File: config.mk
export PLATFORM = sky130hd
export DESIGN_NAME = nn_layer_sequencer
export DESIGN_NICKNAME = d
export VERILOG_FILES = /design/src/rtl/nn_layer_sequencer.sv
export SDC_FILE = /design/constraint.sdc
export NUM_CORES = 1
export LEC_CHECK = 0
export CAP_MARGIN = 25
export CORE_MARGIN = 5
export CORE_UTILIZATION = 55
export DETAILED_ROUTE_END_ITERATION = 7
export DONT_BUFFER_PORTS = 1
export PLACE_DENSITY = 0.81
export REMOVE_ABC_BUFFERS = 1
export SKIP_LAST_GASP = 1
export SYNTH_ARGS = -nofsm -noshare
export SYNTH_HDL_FRONTEND = slang
export SYNTH_SLANG_ARGS = --single-unit
File: constraint.sdc
create_clock -name clk -period 9.1 [get_ports clk]
set_input_delay 0.91 -clock clk [delete_from_list [all_inputs] [get_ports clk]]
set_output_delay 0.91 -clock clk [all_outputs]
set_load 0.03 [all_outputs]
File: src/rtl/nn_layer_sequencer.sv
// Time-multiplexed 4x4 perceptron layer: byte-serial parameter loader plus a
// shared signed MAC sequenced over 6 cycles per neuron.
module nn_layer_sequencer #(
  parameter int DATA_W    = 8,
  parameter int N_NEURONS = 4,
  parameter int N_INPUTS  = 4,
  parameter int ACC_W     = 20
) (
  input  logic                          clk,
  input  logic                          reset,
  input  logic                          load_valid,
  input  logic [DATA_W-1:0]             load_data,
  output logic                          load_ready,
  input  logic                          start,
  input  logic [N_INPUTS*DATA_W-1:0]    x_flat,
  output logic                          busy,
  output logic                          done,
  output logic                          out_valid,
  output logic [N_NEURONS*DATA_W-1:0]   out_flat,
  output logic                          params_loaded
);

  localparam int N_BYTES = N_NEURONS * (N_INPUTS + 1);

  typedef enum logic {IDLE = 1'b0, RUN = 1'b1} state_t;

  state_t                   state_q, state_d;
  logic [4:0]               cnt;
  logic [DATA_W-1:0]        param_mem [0:N_BYTES-1];
  logic [N_INPUTS*DATA_W-1:0] x_q;
  logic signed [ACC_W-1:0]  acc;
  logic [1:0]               neuron;
  logic [2:0]               step;

  logic                     beat, start_ok, last_write;
  logic [1:0]               mac_i;
  logic [4:0]               base, w_addr, b_addr;
  logic [DATA_W-1:0]        w_sel, b_sel, x_sel;
  logic signed [15:0]       prod;
  logic [DATA_W-1:0]        act;

  // Step 1..4 maps onto MAC input 0..3 through 2-bit wraparound (4 -> 3).
  assign mac_i  = step[1:0] - 2'd1;
  assign base   = {1'b0, neuron, 2'b00} + {3'b000, neuron};
  assign w_addr = base + {3'b000, mac_i};
  assign b_addr = base + 5'd4;
  assign w_sel  = param_mem[w_addr];
  assign b_sel  = param_mem[b_addr];
  assign x_sel  = x_q[{mac_i, 3'b000} +: 8];
  assign prod   = $signed(w_sel) * $signed(x_sel);

  always_comb begin
    act = acc[7:0];
    if (acc <= 0)
      act = 8'd0;
    else if (acc >= 127)
      act = 8'd127;
  end

  assign load_ready = (state_q == IDLE);
  assign busy       = (state_q == RUN);

  always_comb begin
    state_d    = state_q;
    beat       = 1'b0;
    start_ok   = 1'b0;
    last_write = 1'b0;
    case (state_q)
      IDLE: begin
        beat     = load_valid;
        start_ok = start && params_loaded && (cnt == 5'd0) && !load_valid;
        if (start_ok)
          state_d = RUN;
      end
      RUN: begin
        if (step == 3'(N_INPUTS + 1) && neuron == 2'(N_NEURONS - 1)) begin
          last_write = 1'b1;
          state_d    = IDLE;
        end
      end
      default: state_d = IDLE;
    endcase
  end

  always_ff @(posedge clk) begin
    if (reset) begin
      state_q       <= IDLE;
      cnt           <= 5'd0;
      params_loaded <= 1'b0;
      x_q           <= '0;
      acc           <= '0;
      neuron        <= 2'd0;
      step          <= 3'd0;
      done          <= 1'b0;
      out_valid     <= 1'b0;
      out_flat      <= '0;
      for (int k = 0; k < N_BYTES; k++)
        param_mem[k] <= '0;
    end else begin
      state_q <= state_d;
      done    <= last_write;

      if (beat) begin
        param_mem[cnt] <= load_data;
        if (cnt == 5'(N_BYTES - 1)) begin
          cnt           <= 5'd0;
          params_loaded <= 1'b1;
        end else begin
          cnt <= cnt + 5'd1;
        end
      end

      if (start_ok) begin
        x_q       <= x_flat;
        out_valid <= 1'b0;
        neuron    <= 2'd0;
        step      <= 3'd0;
      end

      if (state_q == RUN) begin
        if (step == 3'd0) begin
          acc  <= {{(ACC_W-8){b_sel[7]}}, b_sel};
          step <= step + 3'd1;
        end else if (step <= 3'(N_INPUTS)) begin
          acc  <= acc + {{(ACC_W-16){prod[15]}}, prod};
          step <= step + 3'd1;
        end else begin
          out_flat[{neuron, 3'b000} +: 8] <= act;
          step <= 3'd0;
          if (last_write)
            out_valid <= 1'b1;
          else
            neuron <= neuron + 2'd1;
        end
      end
    end
  end

endmodule

==> results of run 1 <==
cell usage in the layout, fill, tap and decap left out, types with 19 or more instances in the layout:
cell type / instances
fa_1: 57
or2_2: 22
nor2_1: 145
a22oi_1: 29
a21oi_1: 67
clkbuf_16: 40
and2_1: 169
ha_1: 61
edfxtp_1: 256
mux4_2: 123
buf_4: 34
nand2_1: 115
nor3_1: 19
dfxtp_1: 95
xnor2_1: 24
inv_1: 103
layout make-up:
type                       count  area share (%)
multi-input combinational   1015            43.1
timing repair buffer          42            1.91
sequential                   354            44.6
clock inverter                18           0.901
clock buffer                  54            5.00
inverter                     109            1.89
tap                          461            2.66
power by group through the flow:
stage / combinational [mW] / sequential (mW) / clock, mW
6_report: 0.0700 / 1.77 / 1.57
5_1_grt: 0.0727 / 1.77 / 1.65
4_1_cts: 0.0666 / 1.77 / 1.58
3_5_place_dp: 0.0663 / 1.80 / 0
3_3_place_gp: 0.0646 / 1.80 / 0
2_1_floorplan: 0.0472 / 1.79 / 0
per-stage QoR:
step           power [mW]  utilization [%]  setup slack, ps  cell area [sq um]  hold slack (ps)
2_1_floorplan        1.84                -            -1640              19300              427
3_3_place_gp         1.87             57.0              353              20200              435
3_5_place_dp         1.87             57.0              235              20200              440
4_1_cts              3.42             60.6              212              21500              408
5_1_grt              3.50             61.2            -36.7              21700              402
6_report             3.41             61.2              304              21700              414
cell families (layout without fill, tap and decap cells):
| kind of cell | after synthesis | in the layout | synth area share [%] |
|---|---|---|---|
| AO/OA/AOI/OAI | 164 | 164 | 5.61 |
| XOR/XNOR | 33 | 33 | 1.60 |
| adder cells (fa/ha/maj) | 121 | 121 | 9.91 |
| buffers and inverters | 188 | 223 | 3.81 |
| flip-flops | 354 | 354 | 49.1 |
| multiplexers | 145 | 145 | 15.7 |
| AND/OR/NAND/NOR | 552 | 552 | 14.3 |
final timing paths:
path | start | end | slack (ps)
max reg2reg | step[0] | acc[19] | 300
max | step[0] | acc[19] | 300
min reg2reg | x_q[4] | x_q[4] | 450
min | reset | cnt[4] | 410
critical path, delay by kind of cell, from the launching register on:
family          cells  cell delay, ps
buf+inv             6             540
flops               1             330
compound gates     10            2160
xor+xnor            1             140
fa+ha+maj           8            3650
simple gates        3             620
mux                 4            1250
flip-flops by register name, indices dropped and copies added (netlist names):
signal / cells
acc: 20
busy: 1
cnt: 5
done: 1
neuron: 2
out_flat: 32
out_valid: 1
param_mem: 256
params_loaded: 1
step: 3
x_q: 32
routing by layer:
layer	part of all wire (%)	vias to the layer above	GRT usage (%)
li1	-	5594	-
met1	36	6493	33.1
met2	49	811	41.8
met3	10	178	6.26
met4	5.1	0	10.6
met5	0	-	0
what timing repair did:
item	in CTS	in global routing
setup endpoints to repair	0	2
hold buffers	0	0
setup buffers	0	13
resized for setup	0	10
==> results.cfg, run 1 <==
[die]
initial_core_util_pct = 55.6
pin_count = 81
full_die_area_sq_mm = 0.0396
placement_rows = 69
chipHeight_um = 199
die_x_um = 199
core_region_area_sq_mm = 0.0354

[final_layout]
stdcell_count = 2053
synthToLayoutAreaGrowth_pct = 10.1
fill_cells = 2608
drive_above_1_share_pct = 18.6
multi_input_area_sq_mm = 0.00933
nets = 1726
num_antenna_cells = 0
sequential_cell_area_sq_mm = 0.00965

[pwr]
relative_contribution_of_sequential_cells_to_total_power_pct = 51.9
p_int_mw = 2.69
leakagePower_nw = 8.07
p_sw_mw = 0.726
peakVddDrop_mv = 0.146
power_per_cell_area_mw_per_mm2 = 158
netSwitchingFraction_pct = 21.3
p_comb_share_pct = 2.1
clock_power_share_pct = 46.0

[global_route]
grt_pass1_vias = 12734
antenna_found_initial = 0
grtUsageTotal_pct = 25.6
largest_net_degree_at_the_start_of_global_routing = 119
grt_first_pass_wirelength_mm = 76.5
overflow = 0

[place]
finalWeightedCongestion = 0.942
dp_hpwl_mm = 35.4
io_buffers = 0
dpl.cell_count = 1966

[yosys]
synth.most_common_cell = edfxtp_1
netlist_top_cells_area = edfxtp_1, mux4_2, dfxtp_1
area_share_of_the_largest_cell_type_after_synthesis_pct = 39.1
postSynth.asyncResetShare_pct = 0
synth.yosys.warnings = 0
synth.avg_cell_area_sq_um = 12.6
synth_area_sq_mm = 0.0197
yosysSeqAreaShare_pct = 49.1
synth_top_cell_by_area = edfxtp_1
synth_cell_types = 68
synth.top_cells.by_count = edfxtp_1, and2_1, nor2_1
netlist_instances = 1557
yosys_register_bits = 354
synth_enable_flop_cells = 256
synth_ff_type = edfxtp_1

[routing]
final_antenna_net_count = 0
total_wirelength_mm = 51.2
drt_first_pass_iters = 5
vias = 13076
drtIter0Drc = 1272
routed_via_density = 6.37
wire_length_per_cell_um = 24.9
drc = 0

[sta]
final.setup.tns_ps = 0
fin_crit_share_pct = 96.7
transition_time_at_the_pin_with_the_least_slew_margin_ps = 1150
max_slew_margin_pct = 23.3
finalSetupViolCount = 0
slew_violations = 0
final.setup_skew_ps = 30.0
period_minus_slack_ps = 8800
achievable-frequency_mhz = 114
timing.final.hold_violations = 0

[hold_path]
hold_depth = 1
min-delay-path-class = input port to flip-flop

[critical_path]
critical-path-slowest-cell = fa_2
cp.required_ps = 9590
path_common_cell = fa_1
critPathMaxStageDelay_ps = 600
critPathMaxFanout = 19
path_class = flip-flop to flip-flop
setup.worst_path.end_class = flip-flop
timing.reg2reg.worst_path_depth = 32
cp-start-kind = flip-flop
cp.arrival_ps = 9280

[clock_network]
cts.path.max_buffers = 3
cts_htree_levels = 2
cts_tree = built
clock_tree.root_cell = clkbuf_16
clkSlewWorstSetupHoldPaths_ps = 60
clock_sinks = 354
cts_made_buffers = 39
worstSkewPairLatency_ps = 570

[run]
maxCapViolations = 0

[outcome]
outcome = finished, final reports clean
Power figures use the tool's default switching activity.
==> run 2, diff against run 1 <==
- CTS_CLUSTER_SIZE: unset -> 40
- SETUP_SLACK_MARGIN: unset -> 0.1
==> results.cfg, run 2 (synthesis gave the netlist of run 1 again) <==
[outcome]
outcome = finished, final reports clean

[pwr]
p_total_mw = 3.41
leakagePower_nw = 8.07
power_per_cell_area_mw_per_mm2 = 157
peakVddDrop_mv = 0.146

[die]
placement_rows = 69
chipHeight_um = 199
core_region_area_sq_mm = 0.0354
pin_count = 81
initial_core_util_pct = 55.6
full_die_area_sq_mm = 0.0396
die_x_um = 199

[sta]
max_slew_margin_pct = 29.2
period_minus_slack_ps = 8700
final.setup.tns_ps = 0
fin_crit_share_pct = 95.6
setup_ws_ps = 400
grt_setup_unrepaired = no
slew_violations = 0
achievable-frequency_mhz = 115
final.setup_skew_ps = 29.5
transition_time_at_the_pin_with_the_least_slew_margin_ps = 1060
timing.final.hold_violations = 0
finalSetupViolCount = 0
hold_ws_ps = 413

[global_route]
grt_pass1_vias = 12734
antenna_found_initial = 0
grtUsageTotal_pct = 25.6
grt_first_pass_wirelength_mm = 76.5
overflow = 0
largest_net_degree_at_the_start_of_global_routing = 119

[clock_network]
cts.path.max_buffers = 3
worstSkewPairLatency_ps = 570
clock_tree.root_cell = clkbuf_16
cts_tree = built
cts_made_buffers = 39
clkSlewWorstSetupHoldPaths_ps = 60
cts_htree_levels = 2
cts_hold_buffers = 0
clock_sinks = 354

[place]
io_buffers = 0
dp_hpwl_mm = 35.4
pre_cts_slack_ps = 235
finalWeightedCongestion = 0.942

[critical_path]
path_common_cell = inv_1
setup.worst_path.end_class = flip-flop
cp.required_ps = 9580
critPathMaxStageDelay_ps = 560
cp.arrival_ps = 9180
critical-path-slowest-cell = mux4_2
cp-start-kind = flip-flop
critPathMaxFanout = 19
path_class = flip-flop to flip-flop

[final_layout]
regMostFlops = param_mem
most-common-layout-cells = edfxtp_1, and2_1, nor2_1
nets = 1727
largest_reg_flops = 256
synthToLayoutAreaGrowth_pct = 10.3
drive_above_1_share_pct = 18.7
fill_cells = 2604
layout_commonest_cell = edfxtp_1
leading_registers_by_flop_count = param_mem x256, out_flat x32, x_q x32
num_antenna_cells = 0

[routing]
detailroute.wirelength.met3_mm = 5.25
drtIter0Drc = 1296
wire_length_per_cell_um = 25.0
routed_via_density = 6.30
maxUsedRoutingLayer = met4
final_antenna_net_count = 0
wire_length_on_met2_mm = 25.4
drc = 0
wl_met1_mm = 18.4
drt_first_pass_iters = 5
vias = 12939
total_wirelength_mm = 51.4

[run]
maxCapViolations = 0

[hold_path]
min-delay-path-class = input port to flip-flop
## run 2: cell types whose count changed in the layout (fill, tap and decap cells not counted)
cell	previous run	this run
buf_16	1	2
ha_1	61	60
buf_4	34	35
buf_12	4	3
ha_4	2	3
## run 2: path summary, 6_finish.rpt
path,slack [ps],end,start,cells past startpoint
worst max-delay path,400,acc[19],step[0],33
worst min-delay path,410,cnt[4],reset,1
worst min register to register,450,x_q[24],x_q[24],2
worst max register to register,400,acc[19],step[0],33
## run 2: timing repair
item                       CTS  global route
hold endpoints to repair     0             0
setup buffers                0            14
setup endpoints to repair    0             3
resized for setup            0            12
## run 2: final cells by class
class	instances	area (sq um)	share of cell area [%]
Clock buffer	54	1080	4.99
Clock inverter	18	195	0.900
Multi-Input combinational cell	1015	9340	43.1
Inverter	109	409	1.89
Timing Repair Buffer	43	429	1.98
Sequential cell	354	9650	44.5
Tap cell	461	577	2.66
## run 2: stage by stage
step	util (%)	cells	instance area (sq um)
floorplan	-	1478	19300
global placement	57.0	1965	20200
detailed placement	57.0	1966	20200
CTS	60.6	2038	21500
global route	61.3	2054	21700
finish	61.3	2054	21700
## run 2: metal layers
metal  vias to the layer above  track usage (%)
met5                         -                0
met4                         0             10.6
met3                       155             6.26
met2                       780             41.8
met1                      6414             33.1
li1                       5590                -
## run 2: worst max-delay path: cells and delay by family, from the launching register on
kind,cells,cell delay (ps)
xor gates and xnor gates,2,420
DFF,1,330
AOI/OAI and AO/OA,7,1520
adders and majority gates,8,3430
and+or+nand+nor,4,700
muxes,3,1120
buffers and inverters,9,1060
## run 2: power by group
group / total [mW] / internal (mW) / switching (mW)
combinational: 0.0706 / 0.0316 / 0.0391
sequential: 1.77 / 1.75 / 0.0189
clock: 1.56 / 0.901 / 0.664
